`src/rtl/conv_pkg.sv`:
```
// Shared constants for the gated convolution multiply stage.
//   LANES_DEF / IN_W_DEF / ACC_LEN_DEF : default lane count, operand width, group length
//   MODE_PASS / MODE_ACC               : encoding of the latched acc_mode bit
//   calc_acc_w()                       : result width that cannot overflow over one group
package conv_pkg;

   localparam int unsigned LANES_DEF   = 6;
   localparam int unsigned IN_W_DEF    = 6;
   localparam int unsigned ACC_LEN_DEF = 4;

   localparam logic MODE_PASS = 1'b0;
   localparam logic MODE_ACC  = 1'b1;

   // Full product width plus enough headroom for ACC_LEN summed products.
   function automatic int unsigned calc_acc_w(input int unsigned in_w,
                                              input int unsigned acc_len);
      return 2 * in_w + $clog2(acc_len);
   endfunction

endpackage

```
`src/rtl/conv_mult_lane.sv`:
```
// One multiply lane: gated operand registers (S1) and product load/accumulate register (S2).
//   clk, rst_n : clock, asynchronous active-low reset
//   load       : beat accepted into S1 this cycle
//   a, b, en   : signed operands and lane enable for the incoming beat
//   adv        : S1 advances into S2 this cycle
//   add        : on adv, add the product to the held sum instead of loading it
//   acc        : S2 result, ACC_W bits signed
//   gated      : S2 gated flag (AND of gate flags across an accumulated group)
module conv_mult_lane
   import conv_pkg::*;
#(
   parameter int unsigned IN_W    = IN_W_DEF,
   parameter int unsigned ACC_LEN = ACC_LEN_DEF,
   localparam int unsigned PROD_W = 2 * IN_W,
   localparam int unsigned ACC_W  = calc_acc_w(IN_W, ACC_LEN)
) (
   input  logic             clk,
   input  logic             rst_n,
   input  logic             load,
   input  logic [IN_W-1:0]  a,
   input  logic [IN_W-1:0]  b,
   input  logic             en,
   input  logic             adv,
   input  logic             add,
   output logic [ACC_W-1:0] acc,
   output logic             gated
);

   logic [IN_W-1:0]   a_q, b_q;
   logic              gate_q;
   logic              gate;
   logic [PROD_W-1:0] a_ext, b_ext, prod;
   logic [ACC_W-1:0]  prod_ext;
   logic [ACC_W-1:0]  acc_q;
   logic              gated_q;

   assign gate = !en | (a == '0) | (b == '0);

   // A gated beat leaves the operand registers untouched so the multiplier inputs stay static.
   always_ff @(posedge clk or negedge rst_n) begin
      if (!rst_n) begin
         a_q    <= '0;
         b_q    <= '0;
         gate_q <= 1'b0;
      end else if (load) begin
         gate_q <= gate;
         if (!gate) begin
            a_q <= a;
            b_q <= b;
         end
      end
   end

   always_comb begin
      a_ext = {{IN_W{a_q[IN_W-1]}}, a_q};
      b_ext = {{IN_W{b_q[IN_W-1]}}, b_q};
      // The stale held operands are masked out by the gate flag.
      prod     = gate_q ? '0 : a_ext * b_ext;
      prod_ext = {{(ACC_W - PROD_W){prod[PROD_W-1]}}, prod};
   end

   always_ff @(posedge clk or negedge rst_n) begin
      if (!rst_n) begin
         acc_q   <= '0;
         gated_q <= 1'b0;
      end else if (adv) begin
         if (add) begin
            acc_q   <= acc_q + prod_ext;
            gated_q <= gated_q & gate_q;
         end else begin
            acc_q   <= prod_ext;
            gated_q <= gate_q;
         end
      end
   end

   assign acc   = acc_q;
   assign gated = gated_q;

endmodule

```
`src/rtl/conv_mult_stage_gated.sv`:
```
// Two-stage valid/ready multiply stage with per-lane operand gating and an optional
// accumulate mode that sums ACC_LEN beats per lane into one result.
//   clk, rst_n           : clock, asynchronous active-low reset
//   in_valid / in_ready  : input beat handshake
//   in_a, in_b           : LANES packed signed operands, lane i at [i*IN_W +: IN_W]
//   lane_en              : per-lane enable, 0 gates the lane
//   acc_mode             : 0 = pass each product, 1 = accumulate ACC_LEN beats
//   out_valid / out_ready: result handshake
//   out_data             : LANES packed signed results, lane i at [i*ACC_W +: ACC_W]
//   out_gated            : per-lane gated indication for the presented result
module conv_mult_stage_gated
   import conv_pkg::*;
#(
   parameter int unsigned LANES   = LANES_DEF,
   parameter int unsigned IN_W    = IN_W_DEF,
   parameter int unsigned ACC_LEN = ACC_LEN_DEF,
   localparam int unsigned PROD_W = 2 * IN_W,
   localparam int unsigned ACC_W  = calc_acc_w(IN_W, ACC_LEN)
) (
   input  logic                   clk,
   input  logic                   rst_n,
   input  logic                   in_valid,
   output logic                   in_ready,
   input  logic [LANES*IN_W-1:0]  in_a,
   input  logic [LANES*IN_W-1:0]  in_b,
   input  logic [LANES-1:0]       lane_en,
   input  logic                   acc_mode,
   output logic                   out_valid,
   input  logic                   out_ready,
   output logic [LANES*ACC_W-1:0] out_data,
   output logic [LANES-1:0]       out_gated
);

   localparam int unsigned CNT_W = $clog2(ACC_LEN);
   localparam logic [CNT_W-1:0] CNT_LAST = CNT_W'(ACC_LEN - 1);

   logic             s1_valid_q;
   logic             s1_mode_q;
   logic             grp_mode_q;
   logic [CNT_W-1:0] cnt_q;
   logic             out_valid_q;

   logic accept, s1_adv, eff_mode, last, add;

   assign s1_adv   = s1_valid_q & (!out_valid_q | out_ready);
   assign in_ready = !s1_valid_q | s1_adv;
   assign accept   = in_valid & in_ready;

   // A group's mode is fixed by its first beat; later beats follow it regardless of their bit.
   assign eff_mode = (cnt_q == '0) ? s1_mode_q : grp_mode_q;
   assign last     = (eff_mode == MODE_PASS) | (cnt_q == CNT_LAST);
   assign add      = (eff_mode == MODE_ACC) & (cnt_q != '0);

   always_ff @(posedge clk or negedge rst_n) begin
      if (!rst_n) begin
         s1_valid_q <= 1'b0;
         s1_mode_q  <= MODE_PASS;
      end else if (accept) begin
         s1_valid_q <= 1'b1;
         s1_mode_q  <= acc_mode;
      end else if (s1_adv) begin
         s1_valid_q <= 1'b0;
      end
   end

   always_ff @(posedge clk or negedge rst_n) begin
      if (!rst_n) begin
         grp_mode_q  <= MODE_PASS;
         cnt_q       <= '0;
         out_valid_q <= 1'b0;
      end else if (s1_adv) begin
         if (cnt_q == '0) begin
            grp_mode_q <= s1_mode_q;
         end
         if (eff_mode == MODE_ACC) begin
            cnt_q <= last ? '0 : cnt_q + 1'b1;
         end
         // Partial sums clear out_valid; the previous result was already taken.
         out_valid_q <= last;
      end else if (out_ready) begin
         out_valid_q <= 1'b0;
      end
   end

   assign out_valid = out_valid_q;

   for (genvar i = 0; i < LANES; i++) begin : g_lane
      conv_mult_lane #(
         .IN_W    (IN_W),
         .ACC_LEN (ACC_LEN)
      ) u_lane (
         .clk   (clk),
         .rst_n (rst_n),
         .load  (accept),
         .a     (in_a[i*IN_W +: IN_W]),
         .b     (in_b[i*IN_W +: IN_W]),
         .en    (lane_en[i]),
         .adv   (s1_adv),
         .add   (add),
         .acc   (out_data[i*ACC_W +: ACC_W]),
         .gated (out_gated[i])
      );
   end

endmodule

```
`config.mk`:
```
export PLATFORM = sky130hd
export DESIGN_NAME = conv_mult_stage_gated
export DESIGN_NICKNAME = d
export VERILOG_FILES = /design/src/rtl/conv_pkg.sv /design/src/rtl/conv_mult_lane.sv /design/src/rtl/conv_mult_stage_gated.sv
export SDC_FILE = /design/constraint.sdc
export NUM_CORES = 1
export LEC_CHECK = 0
export ABC_AREA = 0
export CORE_UTILIZATION = 45
export DETAILED_ROUTE_END_ITERATION = 8
export HOLD_SLACK_MARGIN = 0.12
export PLACE_DENSITY_LB_ADDON = 0.05
export SYNTH_ARGS = -nofsm -noshare
export SYNTH_HDL_FRONTEND = slang
export SYNTH_SLANG_ARGS = --single-unit
```
`constraint.sdc`:
```
create_clock -name clk -period 6.9 [get_ports clk]
set_input_delay 1.725 -clock clk [delete_from_list [all_inputs] [get_ports clk]]
set_output_delay 1.725 -clock clk [all_outputs]
set_load 0.02 [all_outputs]
```
==> metrics.md <==
| Metric | Value |
|---|---|
| Outcome | completed |
| Syn Inst Count | 1,992 |
| Hpwl dp | 34.1 mm |
| # setup viols final | 0 |
| Crit start category | register |
| Post-cts resize count | 0 |
| CTS Sinks | 174 |
| Finished Layout Cells | 2,688 |
| Post-Synth XOR/XNOR Area | 5.44% |
| Simple-gate area share of the yosys netlist | 17.2% |
| Vias in the first global route | 14,500 |
| Critical Path Start | g_lane[0].u_lane.b_q[0] |
| Post-CTS Repair Setup Buffers | 0 |
| N_diodes | 0 |
| Synth top area share | 23.3% |
| Worst-path clk slew | 0.08 ns |
| Synth Area in Adders | 31.2% |
| Cts hold-fix bufs | 0 |
| Chip width | 206 microns |
| EDFF count, synth | 0 |
| Relative slew slack | 31.2% |
| CP Capture Type | register |
| Yosys warns | 0 |
| Layout Nets | 2,594 |
| Max Clock Skew | 0.00982 ns |
| Top cells by area, synth | dfrtp_1, fa_1, ha_1 |
| Most area-hungry cell type in the Yosys netlist | dfrtp_1 |
| Largest net degree at the start of global routing | 93 |
| End point of the worst hold path | g_lane[4].u_lane.gated |
| # DRC | 0 |
| Clk buf depth | 2 |
| Antenna violations before repair | 0 |
| DP Worst Slack | 0.960 ns |
| H-tree Lvls | 4 |
| Final Hold Fails | 0 |
| Post-Route WL | 43.7 mm |
| Max Cap Violations | 0 |
| Core Footprint | 0.0409 sq mm |
| Minimum clock period | 5.94 ns |
| CP Max Fanout | 7 |
| HP Start | g_lane[4].u_lane.gated |
| Worst Setup Path Type | reg -> reg |
| Worst slew pin tran | 1.03 ns |
| TritonCTS clock tree | built |
| Synth top cells by count | ha_1, dfrtp_1, inv_1 |
| Post-synthesis sequential area ratio | 23.3% |
| Starting Density | 45.7% |
| WHS Path Cells | 1 |
| CP required | 7.26 ns |
| Synthesized area | 0.0187 sq mm |
| Largest family of logic cells by synthesized area | adder cells |
| Die H | 206 microns |
| Critical R2R Capture | g_lane[0].u_lane.acc[13] |
| Placed Cells | 2,656 |
| Overflow after GRT | 0 |
| Post-synthesis net count | 2,443 |
| Max Transition Viols Final | 0 |
| RSZ-0062 raised after global routing | false |
| Reg2reg setup slack | 0.96 ns |
| Final period utilization | 86.1% |
| Slack of the critical path | 0.962 ns |
| I/O pins | 175 |
| Clk root buf | clkbuf_16 |
| Setup tns final | 0 ns |
| Drt pass-1 iters | 5 |
| Syn_area_per_cell | 9.38 sq um |
| Wire per inst | 16.3 microns |
| TritonCTS buffer count | 17 |
| Initial DRC Count | 555 |
| Routability congestion estimate | 0.854 |
| DR vias/cell | 5.32 |
| Die area | 0.0423 sq mm |
| Top FF cell, synth | dfrtp_1 |
| Critical path arrival | 6.30 ns |
| Share of cells above drive strength 1 | 6.86% |
| Synth Area in Compound Gates | 13.1% |
| Post-synthesis mux area share | 5.10% |
| Antenna Nets Post-Route | 0 |
| Area growth syn-to-layout | 15.3% |
| Synthesized flop and latch total | 174 |
| Max Clk Rate | 168 MHz |
| Clock latency at the later pin of the worst-skew pair | 0.49 ns |
| Post-Route Utilization | 52.7% |
| First-pass GRT wire length | 73.1 mm |
| RR Startpoint | g_lane[0].u_lane.b_q[0] |
| Post-synth ARST share | 100% |
| GRT Total Usage | 21.9% |
| Port Buffer Count | 174 |
| Row count | 74 |
| Hold Crit Class | reg -> reg |
| Number of library cell types mapped by synthesis | 66 |
| Count leader, synth | ha_1 |
| Vias | 14,300 |
| Worst Reg-to-Reg Cells | 20 |
layout by cell type (no fill, tap or decap), types with 4 or more instances in the layout:
cell type        synthesis  final
o211ai_1                13     13
xor2_1                  48     48
o22ai_1                  5      5
o21a_1                  26     26
buf_4                    6     14
xnor2_1                 68     68
dfrtp_1                174    174
ha_1                   206    206
nand2_1                154    153
nor2_1                 161    160
a21o_1                  34     34
or3_1                    7      7
o21bai_1                 9      9
o22a_1                   7      7
mux2_2                  80     80
nor3_1                  48     48
a221o_1                  7      7
fa_1                   162    162
inv_6                    0      6
o21ai_0                 86     86
a21oi_1                110    110
a31oi_1                 16     16
and2_1                 132    131
nand3_1                 14     14
o31ai_1                  6      6
clkbuf_16                0     17
or4_1                   16     16
nand2b_1                25     24
nor2b_1                 68     67
a211oi_1                20     20
clkdlybuf4s50_1          0    173
a211o_1                  4      4
inv_1                  169    169
and3_1                  10     10
worst max-delay path, cell delays in order, from the launching register on:
cell	delay, ns
dfrtp_1	0.45
nand2_1	0.14
inv_1	0.10
fa_1	0.63
inv_1	0.13
fa_1	0.50
inv_1	0.06
fa_1	0.47
ha_1	0.31
ha_1	0.34
and3_1	0.22
a2111oi_4	0.38
a21oi_1	0.13
xnor2_1	0.14
nor2_1	0.33
ha_1	0.35
a21o_1	0.17
a21oi_1	0.16
o31ai_2	0.11
and3_1	0.19
or4_1	0.51
area by class of cell:
class | instances | area (sq um)
Multi-Input combinational cell | 1593 | 13500
Sequential cell | 174 | 4350
Clock buffer | 18 | 429
Fill cell | 3782 | 19400
Tap cell | 532 | 666
Timing Repair Buffer | 188 | 1850
Inverter | 169 | 634
Clock inverter | 14 | 131
sequential cells by signal (all words and copies together) (netlist names):
name                  flops
g_lane.u_lane.acc        84
g_lane.u_lane.a_q        36
g_lane.u_lane.b_q        36
g_lane.u_lane.gate_q      6
g_lane.u_lane.gated       6
cnt_q                     2
grp_mode_q                1
out_valid                 1
s1_mode_q                 1
s1_valid_q                1
how the worst max path moves through the flow:
stage / endpoint / depth (start not counted)
finish: g_lane[0].u_lane.acc[13] / 20
global route: g_lane[1].u_lane.acc[13] / 22
CTS: g_lane[0].u_lane.acc[13] / 20
detailed placement: g_lane[1].u_lane.acc[13] / 22
global placement: g_lane[0].u_lane.acc[13] / 20
floorplan: g_lane[0].u_lane.acc[13] / 22
through the flow:
| stage | cell area [sq um] | hold WS (ns) |
|---|---|---|
| 2_1_floorplan | 18700 | 0.461 |
| 3_3_place_gp | 21000 | 0.474 |
| 3_5_place_dp | 21000 | 0.479 |
| 4_1_cts | 21600 | 0.496 |
| 5_1_grt | 21600 | 0.519 |
| 6_report | 21600 | 0.491 |
kinds of logic (layout without fill, tap and decap cells):
logic type,after synthesis,count (layout)
adders and majority gates,368,368
DFF,174,174
and+or+nand+nor,648,648
muxes,84,84
AOI/OAI and AO/OA,377,377
buffers and inverters,225,389
xor gates and xnor gates,116,116
routing by layer:
| layer | vias to the layer above | routed length, microns | track usage, % |
|---|---|---|---|
| li1 | 7074 | - | - |
| met1 | 6962 | 21300 | 30.4 |
| met2 | 199 | 19700 | 34.2 |
| met3 | 53 | 1520 | 3.41 |
| met4 | 0 | 1110 | 8.68 |
| met5 | - | 0 | 0 |
Power is not shown: default switching activity piles up to over one toggle a cycle in this logic, so the estimate is an artifact.
==> patch 1, RTL diff (same flow settings) <==
Change the package constant `LANES_DEF` from 6 to 5.
--- a/src/rtl/conv_pkg.sv
+++ b/src/rtl/conv_pkg.sv
@@ -5,5 +5,5 @@
 package conv_pkg;
 
-   localparam int unsigned LANES_DEF   = 6;
+   localparam int unsigned LANES_DEF   = 5;
    localparam int unsigned IN_W_DEF    = 6;
    localparam int unsigned ACC_LEN_DEF = 4;
Interface: changed (5 resized); port bits go from 175 to 147. No check against the original RTL was run, so the function may have changed too.
==> patch 1 against the original RTL <==
- setup slack improved by 0.085 ns
- first-iteration DRC count decreased by 26%
- final cell count decreased by 15%
- final area decreased by 15%
- critical path depth increased by 1
- synthesized area decreased by 16%
- routed wire length decreased by 18%
- clock skew decreased by 0.0011 ns
- sequential cell count decreased by 28
- via count decreased by 15%
- core utilization increased by 0.17 points
- highest routed layer unchanged
Power is not shown: default switching activity piles up to over one toggle a cycle in this logic, so the estimate is an artifact.
==> patch 1: results (changes against the original RTL) <==
- Status: complete, no violations
- Gates resized, CTS repair: 0 (unchanged)
- Worst Hold Slack: 0.491 ns (-0.000168 ns)
- Post-DP HPWL: 28.0 mm (-18%)
- Adder-Cell Fraction of Synth Area: 30.8% (-0.38 points)
- Initial antenna violation count: 1 (+1)
- Layout Cells excl Fill: 2279 (-15%)
- Metal2 WL: 16.3 mm (-17%)
- Fill count: 3250 (-14%)
- Hold Path Stages: 1 (unchanged)
- Port Buffers: 146 (-16%)
- Syn Nets: 2061 (-16%)
- Post-synth top cells: ha_1 (172), dfrtp_1 (146), inv_1 (141), nand2_1 (136), fa_1 (135)
- Place WS: 1.08 ns (+0.118 ns)
- Largest net degree at the start of global routing: 81 (-13%)
- Drt pass-1 iters: 5 (unchanged)
- Least-Margin Pin Slew: 0.969 ns (-0.0596 ns)
- Met1 GRT Util: 29.8% (-0.57 points)
- Top routing layer used: met4
- Vias per inst: 5.32 (about the same)
- Worst-skew pair later-pin latency: 0.45 ns (-0.04 ns)
- Global-route wire length before repair: 61.7 mm (-16%)
- Worst-case reg-to-reg path depth: 21 (+5.0%)
- Worst hold path startpoint: g_lane[4].u_lane.gated
- Vias in the first global route: 12200 (-15%)
- Clk buf depth: 2 (unchanged)
- Yosys cell types: 65 (-1.5%)
- Synth Area in Compound Gates: 13.3% (+0.23 points)
- DP Area: 0.0177 mm² (-16%)
- Synth Instances: 1684 (-15%)
- Crit path launch: g_lane[0].u_lane.a_q[0]
- Synth top area cells: dfrtp_1 (23%), fa_1 (17%), ha_1 (14%)
- M2 GR Usage: 34.2% (about the same)
- Part of the Yosys area used for sequential elements: 23.2% (-0.15 points)
- Xor/xnor share of the synthesized area: 4.66% (-0.77 points)
- WP data arrival: 6.24 ns (-0.06 ns)
- Hold Crit Class: reg -> reg
- WS Path Type: reg -> reg
- Cells after DPL: 2246 (-15%)
- GP Congestion: 0.858 (+0.48%)
- DRT met1 WL: 17.8 mm (-17%)
- Avg WL per Cell: 15.8 µm (-2.7%)
- Clk root buf: clkbuf_16
- Multiplexer share of the synthesized area: 5.65% (+0.54 points)
- Initial detailed-routing violation count: 412 (-26%)
- Max_cap viols: 0 (unchanged)
- Fmax: 171 MHz (+1.5%)
- Gr usage total: 21.4% (-0.52 points)
- Met3 wire len: 1.29 mm (-15%)
- Worst reg2reg path endpoint: g_lane[0].u_lane.acc[13]
- Met3 usage in global routing: 3.86% (+0.45 points)
- Skew final: 0.00877 ns (-0.00105 ns)
- Share of post-route cells with drive strength above 1: 7.30% (+0.43 points)
- R2r setup slk: 1.05 ns (+0.09 ns)
- Max reg flops: 70 (-17%)
- Synthesis Warnings: 0 (unchanged)
- Post-synth ARST share: 100% (unchanged)
## patch 1: critical path, cell delays in order (launching register included)
cell and delay [ns]:
dfrtp_1 0.43, nand2b_1 0.19, fa_1 0.51, fa_1 0.56
inv_1 0.06, fa_1 0.49, fa_1 0.55, inv_1 0.07
fa_1 0.43, nor2b_1 0.16, o21ai_0 0.13, a21oi_1 0.20
o21ai_0 0.12, nor4bb_1 0.15, or2_2 0.30, ha_1 0.33
o21a_1 0.13, nor2_1 0.05, o31ai_1 0.46, nand2_1 0.11
mux2_2 0.28, nand3_1 0.06
## patch 1: layout make-up
cell class | instances | area [µm²] | area share [%]
multi-input combinational | 1347 | 11400 | 62.4
tap | 455 | 569 | 3.12
sequential | 146 | 3650 | 20.0
clock buffer | 19 | 443 | 2.43
clock inverter | 13 | 124 | 0.679
timing repair buffer | 157 | 1550 | 8.47
inverter | 141 | 529 | 2.90
antenna | 1 | 2.50 | 0.0137
==> patch 2, RTL diff (same settings) <==
Without the edit above. Register the input `acc_mode` before use, cleared by the reset. The logic sees it one clock later. The other inputs are not delayed to match.
--- a/src/rtl/conv_mult_stage_gated.sv
+++ b/src/rtl/conv_mult_stage_gated.sv
@@ -35,4 +35,14 @@
    localparam logic [CNT_W-1:0] CNT_LAST = CNT_W'(ACC_LEN - 1);
 
+   logic acc_mode_q;
+
+   always_ff @(posedge clk or negedge rst_n) begin
+      if (!rst_n) begin
+         acc_mode_q <= '0;
+      end else begin
+         acc_mode_q <= acc_mode;
+      end
+   end
+
    logic             s1_valid_q;
    logic             s1_mode_q;
@@ -58,5 +68,5 @@
       end else if (accept) begin
          s1_valid_q <= 1'b1;
-         s1_mode_q  <= acc_mode;
+         s1_mode_q  <= acc_mode_q;
       end else if (s1_adv) begin
          s1_valid_q <= 1'b0;
Formal check against the unedited RTL: not equivalent (Yosys sat finds a counterexample within 4 cycles, from zero or initial values and one cycle with rst_n low).
==> patch 2 against the original RTL <==
- clock skew about the same
- non-clock buffer count down 1
- synthesized area up 0.13%
- critical path depth unchanged
- count of clock-buffer cells in the layout down 1
- final cell count unchanged
- final area up 0.25%
- sequential cell count up 1
- routed wire length up 0.64%
- setup slack worse by 0.067 ns
- highest routed layer unchanged
Power is left out: the tool's default activity adds up to more than one toggle a clock period on the data nets, which glitch-free logic cannot reach.
==> patch 2: results (changes against the original RTL) <==
- Status: complete, no violations
- Port Buffers: 174 (unchanged)
- Initial antenna violation count: 1 (+1)
- Initial detailed-routing violation count: 546 (-1.6%)
- Met3 wire len: 1.42 mm (-6.7%)
- Worst-path fanout max: 7 (unchanged)
- DRT met1 WL: 21.8 mm (+2.2%)
- Yosys cell types: 66 (unchanged)
- Worst-skew pair later-pin latency: 0.49 ns (about the same)
- CTS H-tree depth: 4 (unchanged)
- Met3 usage in global routing: 3.96% (+0.55 points)
- Avg WL per Cell: 16.4 µm (+0.64%)
- Metal2 WL: 20.2 mm (+2.3%)
- M2 GR Usage: 35.0% (+0.79 points)
- Place WS: 0.915 ns (-0.0447 ns)
- Skew final: 0.0101 ns (+0.000253 ns)
- Post-DP HPWL: 34.2 mm (+0.27%)
- Share of post-route cells with drive strength above 1: 6.86% (unchanged)
- Synth Area in Compound Gates: 13.1% (-0.018 points)
- Crit-path max cell delay: 0.64 ns
- Syn Nets: 2444 (+0.041%)
- Total CTS buffers: 17 (unchanged)
- Multiplexer share of the synthesized area: 5.10% (-0.0068 points)
- Synth Instances: 1993 (+0.050%)
- GP Congestion: 0.841 (-1.5%)
- Least-Margin Pin Slew: 1.02 ns (-0.0100 ns)
- DP Area: 0.0210 mm² (+0.14%)
- ANT cells: 0 (unchanged)
- Clk root buf: clkbuf_16
- Hold Crit Class: reg -> reg
- Adder-Cell Fraction of Synth Area: 31.1% (-0.042 points)
- Clk buf depth: 2 (unchanged)
- Post-layout nets: 2594 (unchanged)
- Global-route wire length before repair: 73.5 mm (+0.61%)
- Vias per inst: 5.31 (-0.15%)
- Gr usage total: 22.0% (+0.078 points)
- Post-synth top cells: ha_1 (206), dfrtp_1 (175), inv_1 (169), fa_1 (162), nor2_1 (161)
- Fill count: 3837 (+1.5%)
- Drt pass-1 iters: 5 (unchanged)
- Setup Buffers After CTS: 0 (unchanged)
- Top routing layer used: met4
- Via count: 14300 (-0.15%)
- Xor/xnor share of the synthesized area: 5.43% (-0.0073 points)
- Synth top area cells: dfrtp_1 (23%), fa_1 (17%), ha_1 (14%)
- Cells after DPL: 2656 (unchanged)
- WP data arrival: 6.37 ns (+0.07 ns)
- Synthesis Warnings: 0 (unchanged)
- Largest net degree at the start of global routing: 110 (+18%)
- Part of the Yosys area used for sequential elements: 23.4% (+0.10 points)
- Gates resized, CTS repair: 0 (unchanged)
- Met1 GRT Util: 30.9% (+0.47 points)
- Post-synth ARST share: 100% (unchanged)
- Slowest stage cell on the critical path: fa_1
-- patch 2: final cells by class --
class / instances / area, µm² / area share (%)
Sequential cell: 175 / 4380 / 20.3
Timing Repair Buffer: 187 / 1860 / 8.59
Clock inverter: 15 / 159 / 0.736
Inverter: 169 / 634 / 2.94
Clock buffer: 17 / 425 / 1.97
Multi-Input combinational cell: 1593 / 13500 / 62.4
Tap cell: 532 / 666 / 3.08
-- patch 2: worst paths after layout --
| path | startpoint | to | slack [ns] | cells past startpoint |
|---|---|---|---|---|
| setup / recovery | g_lane[0].u_lane.b_q[0] | g_lane[0].u_lane.acc[13] | 0.89 | 20 |
| hold / removal | acc_mode_q | s1_mode_q | 0.48 | 1 |
| setup reg to reg | g_lane[0].u_lane.b_q[0] | g_lane[0].u_lane.acc[13] | 0.89 | 20 |
| hold reg to reg | acc_mode_q | s1_mode_q | 0.48 | 1 |
| max in group asynchronous | rst_n | g_lane[3].u_lane.a_q[5] | 4.64 | 2 |
| min in group asynchronous | rst_n | g_lane[0].u_lane.a_q[3] | 1.22 | 1 |
-- patch 2: kinds of logic after synthesis --
group	Yosys count
AO/OA/AOI/OAI	377
XOR/XNOR	116
adder cells (fa/ha/maj)	368
buffers and inverters	225
flip-flops	175
multiplexers	84
AND/OR/NAND/NOR	648
-- patch 2: critical path, delay by kind of cell (launching register included) --
kind / cells / cell delay, ns
AO/OA/AOI/OAI: 5 / 0.98
XOR/XNOR: 1 / 0.15
adder cells (fa/ha/maj): 6 / 2.61
buffers and inverters: 3 / 0.29
flip-flops: 1 / 0.45
AND/OR/NAND/NOR: 5 / 1.40
